### config.mk
export PLATFORM = sky130hd
export DESIGN_NAME = escrever_rajada
export DESIGN_NICKNAME = d
export VERILOG_FILES = /design/src/rtl/escrever_rajada.sv
export SDC_FILE = /design/constraint.sdc
export NUM_CORES = 1
export LEC_CHECK = 0
export ABC_AREA = 0
export BUFFER_PORTS_ARGS = -buffer_cell sky130_fd_sc_hd__buf_2
export CAP_MARGIN = 20
export CORE_ASPECT_RATIO = 2
export CORE_MARGIN = 5
export CORE_UTILIZATION = 50
export CTS_CLUSTER_SIZE = 25
export DETAILED_ROUTE_END_ITERATION = 16
export HOLD_SLACK_MARGIN = 0.15
export PLACE_DENSITY = 0.76
export SKIP_CTS_REPAIR_TIMING = 1
export SYNTH_ARGS = -nofsm -noshare
export SYNTH_HDL_FRONTEND = slang
export SYNTH_SLANG_ARGS = --single-unit
### constraint.sdc
create_clock -name clock -period 4.35 [get_ports clock]
set_input_delay 0.6525 -clock clock [delete_from_list [all_inputs] [get_ports clock]]
set_output_delay 0.6525 -clock clock [all_outputs]
set_load 0.05 [all_outputs]
### src/rtl/escrever_rajada.sv
// Purpose : burst pixel writer; unpacks IN_W-bit words into LANES pixels and writes them to consecutive RAM addresses.
// Latency : first RAM write 2 edges after start (if in_valid is already high); LANES+1 cycles per word; done 1 cycle after the last write-enable drop.
// Backpr. : valid/ready on the input side; in_ready is high only in LOAD without abort; the source holds the word until accepted.
//
// Ports:
//   clock, reset             rising-edge clock, synchronous active-high reset
//   start, abort             begin a burst (sampled in IDLE) / cancel the running burst
//   endereco_base            burst base address (low ADDR_W bits used), latched on start
//   word_count               number of packed words in the burst, latched on start
//   dados_in, in_valid       packed input word and its valid
//   in_ready                 word accepted on this edge when in_valid is also high
//   data, wraddress, wren    registered RAM write port
//   busy, done               not-idle flag, one-cycle completion pulse
module escrever_rajada #(
   parameter int IN_W      = 32,
   parameter int DATA_W    = 8,   // IN_W must be a multiple of DATA_W
   parameter int ADDR_W    = 12,
   parameter int CNT_W     = 13,
   parameter int ADDR_STEP = 1,
   parameter int MSB_FIRST = 0
) (
   input  logic              clock,
   input  logic              reset,
   input  logic              start,
   input  logic              abort,
   input  logic [31:0]       endereco_base,
   input  logic [CNT_W-1:0]  word_count,
   input  logic [IN_W-1:0]   dados_in,
   input  logic              in_valid,
   output logic              in_ready,
   output logic [DATA_W-1:0] data,
   output logic [ADDR_W-1:0] wraddress,
   output logic              wren,
   output logic              busy,
   output logic              done
);

   localparam int LANES = IN_W / DATA_W;
   localparam int LW    = $clog2(LANES + 1);

   typedef enum logic [1:0] {
      ST_IDLE,
      ST_LOAD,
      ST_WRITE,
      ST_DONE
   } state_t;

   state_t              state, state_nxt;
   logic [ADDR_W-1:0]   ptr, ptr_nxt;
   logic [CNT_W-1:0]    words_rem, words_nxt;
   logic [LW-1:0]       lane_idx, lane_nxt;      // next lane to present; LANES means word exhausted
   logic [IN_W-1:0]     word_reg, word_nxt;
   logic [DATA_W-1:0]   data_nxt;
   logic [ADDR_W-1:0]   wraddress_nxt;
   logic                wren_nxt;
   logic                done_nxt;

   // Only the low ADDR_W bits of the base address address the RAM.
   generate
      if (ADDR_W < 32) begin : g_base_hi
         logic unused_base_hi;
         assign unused_base_hi = ^endereco_base[31:ADDR_W];
      end
   endgenerate

   // Pixel k of word w in write order; MSB_FIRST reverses the lane order.
   function automatic logic [DATA_W-1:0] lane_of(input logic [IN_W-1:0] w, input logic [LW-1:0] k);
      int            p;
      logic [IN_W-1:0] sh;
      p  = (MSB_FIRST != 0) ? (LANES - 1 - int'(k)) : int'(k);
      sh = w >> (p * DATA_W);
      return sh[DATA_W-1:0];
   endfunction

   assign in_ready = (state == ST_LOAD) && !abort;
   assign busy     = (state != ST_IDLE);

   always_comb begin
      state_nxt     = state;
      ptr_nxt       = ptr;
      words_nxt     = words_rem;
      lane_nxt      = lane_idx;
      word_nxt      = word_reg;
      data_nxt      = data;
      wraddress_nxt = wraddress;
      wren_nxt      = 1'b0;
      done_nxt      = 1'b0;

      case (state)
         ST_IDLE: begin
            if (start) begin
               ptr_nxt   = endereco_base[ADDR_W-1:0];
               words_nxt = word_count;
               lane_nxt  = '0;
               state_nxt = (word_count == '0) ? ST_DONE : ST_LOAD;
            end
         end

         ST_LOAD: begin
            if (abort) begin
               state_nxt = ST_IDLE;
            end else if (in_valid) begin
               // The capturing edge already writes lane 0.
               word_nxt      = dados_in;
               data_nxt      = lane_of(dados_in, '0);
               wraddress_nxt = ptr;
               wren_nxt      = 1'b1;
               ptr_nxt       = ptr + ADDR_W'(ADDR_STEP);
               lane_nxt      = LW'(1);
               words_nxt     = words_rem - CNT_W'(1);
               state_nxt     = ST_WRITE;
            end
         end

         ST_WRITE: begin
            if (abort) begin
               state_nxt = ST_IDLE;
            end else if (lane_idx != LW'(LANES)) begin
               data_nxt      = lane_of(word_reg, lane_idx);
               wraddress_nxt = ptr;
               wren_nxt      = 1'b1;
               ptr_nxt       = ptr + ADDR_W'(ADDR_STEP);
               lane_nxt      = lane_idx + LW'(1);
            end else begin
               // Extra edge drops wren; this is the bubble giving LANES+1 cycles per word.
               state_nxt = (words_rem != '0) ? ST_LOAD : ST_DONE;
            end
         end

         ST_DONE: begin
            state_nxt = ST_IDLE;
            if (!abort) begin
               done_nxt = 1'b1;
               data_nxt = '0;
            end
         end

         default: state_nxt = ST_IDLE;
      endcase
   end

   always_ff @(posedge clock) begin
      if (reset) begin
         state     <= ST_IDLE;
         ptr       <= '0;
         words_rem <= '0;
         lane_idx  <= '0;
         word_reg  <= '0;
         data      <= '0;
         wraddress <= '0;
         wren      <= 1'b0;
         done      <= 1'b0;
      end else begin
         state     <= state_nxt;
         ptr       <= ptr_nxt;
         words_rem <= words_nxt;
         lane_idx  <= lane_nxt;
         word_reg  <= word_nxt;
         data      <= data_nxt;
         wraddress <= wraddress_nxt;
         wren      <= wren_nxt;
         done      <= done_nxt;
      end
   end

endmodule

==> metrics.md <==
| Metric | Value |
|---|---|
| RSZ-0062 raised after global routing | `no` |
| Cell type with the largest total area after synthesis | `dfxtp_1` |
| Synthesized flop and latch total | `84` |
| Psw | `1.50 mW` |
| Number of clock sinks | `84` |
| Total number of vias | `3,953` |
| Share of Yosys cell area claimed by the top area cell type | `39.6%` |
| Final count of hold timing violations | `0` |
| Area growth from synthesis to final layout | `17.8%` |
| Status | `finished, final reports clean` |
| Commonest non-fill, non-tap cell in the layout | `nand2_1` |
| Xor and xnor fraction of the mapped netlist area | `0%` |
| Number of antenna violations at the first check in global routing | `1` |
| Floorplan Core Area | `8290 µm²` |
| Global-route wire length before repair | `17,600 µm` |
| Final-stage net count | `663` |
| Initial standard-cell utilization of the core | `51.2%` |
| Flip-flop count of the largest register after layout | `32` |
| Leftover overflow at the end of global routing | `0` |
| Most frequent cells in the layout | `nand2_1 (86), buf_2 (85), dfxtp_1 (84)` |
| Post-synthesis mux area share | `7.57%` |
| Max-slew violation count | `0` |
| First-iteration detailed-routing DRC count | `205` |
| Number of placement rows | `47` |
| Power density of the placed cells | `708 nW/µm²` |
| Setup TNS after final layout | `0 ps` |
| Final antenna-violating net count | `0` |
| GRT Resource Usage Total | `21.0%` |
| Flip-flop cell with the highest count after synthesis | `dfxtp_1` |
| Residual DRC | `0` |
| Max Fclk | `0.370 GHz` |
| Top-level port count | `106` |
| Share of synthesized area occupied by flip-flops and latches | `39.6%` |
| Via density per instance | `5.87` |
| Switching Fraction | `42.3%` |
| Fraction of registers with async set/reset | `0%` |
| Register share of total power | `32.1%` |
| Largest family of logic cells by synthesized area | `compound AO/OA/AOI/OAI gates` |
| Clock-pin transition on the worst setup and hold timing paths | `60 ps` |
| Reported max-cap violation count | `0` |
| Worst-Margin Slew | `1120 ps` |
| Area fraction in and, or, nand and nor cells after synthesis | `21.6%` |
| Launch point of the critical path | `state[1]$_SDFFE_PP0P_` |
| Vias in the first global route | `3,905` |
| Launch point of the worst hold path | `word_reg[24]$_SDFFE_PP0P_` |
| Maximum fanout encountered on the critical timing path | `36` |
| Root buffer cell | `clkbuf_16` |
| Arrival @ worst endpoint | `2050 ps` |
| Total iterations of the first detailed-routing run | `5` |
| H-tree depth | `3` |
| Synth Instances | `507` |
| Startpoint class of the critical path | `register` |
| Rel. slew slack | `25.6%` |
| Share of the clock period used by the worst path | `62.2%` |
| Clock Path Buffers | `2` |
| Number of synthesized flops with an enable pin | `0` |
| Total length of routed wires | `10,900 µm` |
| Per-instance average area after synthesis | `8.37 µm²` |
| Total of warnings raised by yosys | `0` |
| IO buf count | `85` |
| Number of distinct library cells after synthesis | `59` |
| Setup violators final | `0` |
| Share of cells above drive strength 1 | `22.1%` |
| Die boundary height | `140 µm` |
| Adder-cell share of the synthesized area | `3.24%` |
| Pin count of the biggest net entering global routing | `52` |
| Static Leakage | `1.93 nW` |
| Post-synthesis cell area | `4250 µm²` |
| Worst-Skew Late Latency | `340 ps` |
| Layout Utilization | `60.3%` |
| Power, Total | `3.54 mW` |
| Chip Width | `75.2 µm` |
| Largest voltage drop on the vdd net | `340 µV` |
| Total nets after synthesis | `600` |
| Startpoint of the worst register-to-register path | `state[1]$_SDFFE_PP0P_` |
| Worst clock skew | `4.64 ps` |
| Synth Area in Compound Gates | `23.1%` |
| Floorplan die area | `10,500 µm²` |
| Crit path required time | `3700 ps` |
| HPWL after detailed placement | `7800 µm` |
| TritonCTS clock tree | `built` |
| Area contributors post-synth | `dfxtp_1 (40%), nand2_1 (7.6%), a21oi_1 (6.4%), mux4_2 (4.2%), ha_1 (3.2%)` |
| Routability congestion estimate | `0.848` |
| CTS buffer count | `9` |
| Combinational share of power | `44.5%` |
| WS Path Type | `reg -> out` |
| Fin crit period | `2700 ps` |
| Internal Dissipation | `2.04 mW` |
| Clock share of power | `23.4%` |
| Routed wirelength normalized by instance count | `16.2 µm` |
| Endpoint class of the critical path | `output port` |
| Classification of the worst-slack hold path | `reg -> reg` |
| Register-to-Register Setup Slack | `1670 ps` |
==> through the flow <==
step                      setup slack [ps]  cell area (µm²)  cells  hold WS, ps
after floorplan                       1880             4250    507          433
after global placement                1810             4670    657          439
after detailed placement              1740             4670    657          446
after CTS                             1640             5000    672          454
after global routing                  1400             5000    673          466
final                                 1650             5000    673          455
==> cells by family after synthesis <==
kind of cell | count (synthesis)
buffers and inverters | 50
AO/OA/AOI/OAI | 148
flip-flops | 84
AND/OR/NAND/NOR | 192
multiplexers | 22
adder cells (fa/ha/maj) | 11
==> synth_stat cells (2+ instances only) <==
| library cell | n |
|---|---|
| nand3_1 | 12 |
| a22oi_1 | 9 |
| mux4_2 | 8 |
| a311oi_1 | 4 |
| inv_1 | 10 |
| ha_1 | 11 |
| o31ai_1 | 9 |
| nor3b_1 | 2 |
| a21oi_1 | 54 |
| and2_1 | 3 |
| o41ai_1 | 4 |
| a31oi_1 | 8 |
| a21o_1 | 5 |
| a31o_2 | 2 |
| nand4_1 | 5 |
| nor2b_1 | 8 |
| nor4_1 | 8 |
| nor2_1 | 36 |
| nand2b_1 | 9 |
| o22ai_1 | 3 |
| dfxtp_1 | 84 |
| a211oi_1 | 15 |
| mux2i_1 | 13 |
| nand2_1 | 86 |
| or2_2 | 2 |
| clkbuf_1 | 28 |
| nor3_1 | 6 |
| buf_2 | 9 |
| o21ai_0 | 18 |
| nand3b_1 | 2 |
| or4_1 | 6 |
==> critical path, cell delays in order (launching register included) <==
cell and delay (ps):
dfxtp_1 360, inv_1 140, ha_1 200, buf_4 350, nor2b_1 330, buf_2 320
==> path summary, 6_finish.rpt <==
check,cells after the start,endpoint
max reg2reg,6,ptr[10]$_SDFFE_PP0P_
min,2,word_reg[24]$_SDFFE_PP0P_
max,5,in_ready
min reg2reg,2,word_reg[24]$_SDFFE_PP0P_
==> metal layers <==
layer / vias up / wire length, µm / global-route usage, %
met5: - / 0 / 0
met4: 0 / 354 / 11.6
met3: 31 / 606 / 4.23
met2: 138 / 5770 / 36.0
met1: 1817 / 4140 / 23.2
li1: 1967 / - / -
==> power by group through the flow <==
stage,logic (mW),registers (mW),clock network (mW)
floorplan,1.12,1.25,0
global placement,1.51,1.14,0
detailed placement,1.57,1.15,0
CTS,1.57,1.13,0.839
global route,1.73,1.17,0.870
finish,1.58,1.14,0.828
==> area by class of cell <==
class	instances	area (µm²)
Multi-Input combinational cell	373	2360
Tap cell	98	123
Inverter	11	41.3
Timing Repair Buffer	91	470
Clock inverter	4	72.6
Fill cell	742	3290
Antenna cell	1	2.50
Sequential cell	84	1680
Clock buffer	11	253
No activity file was read; power rests on OpenSTA's default activity.
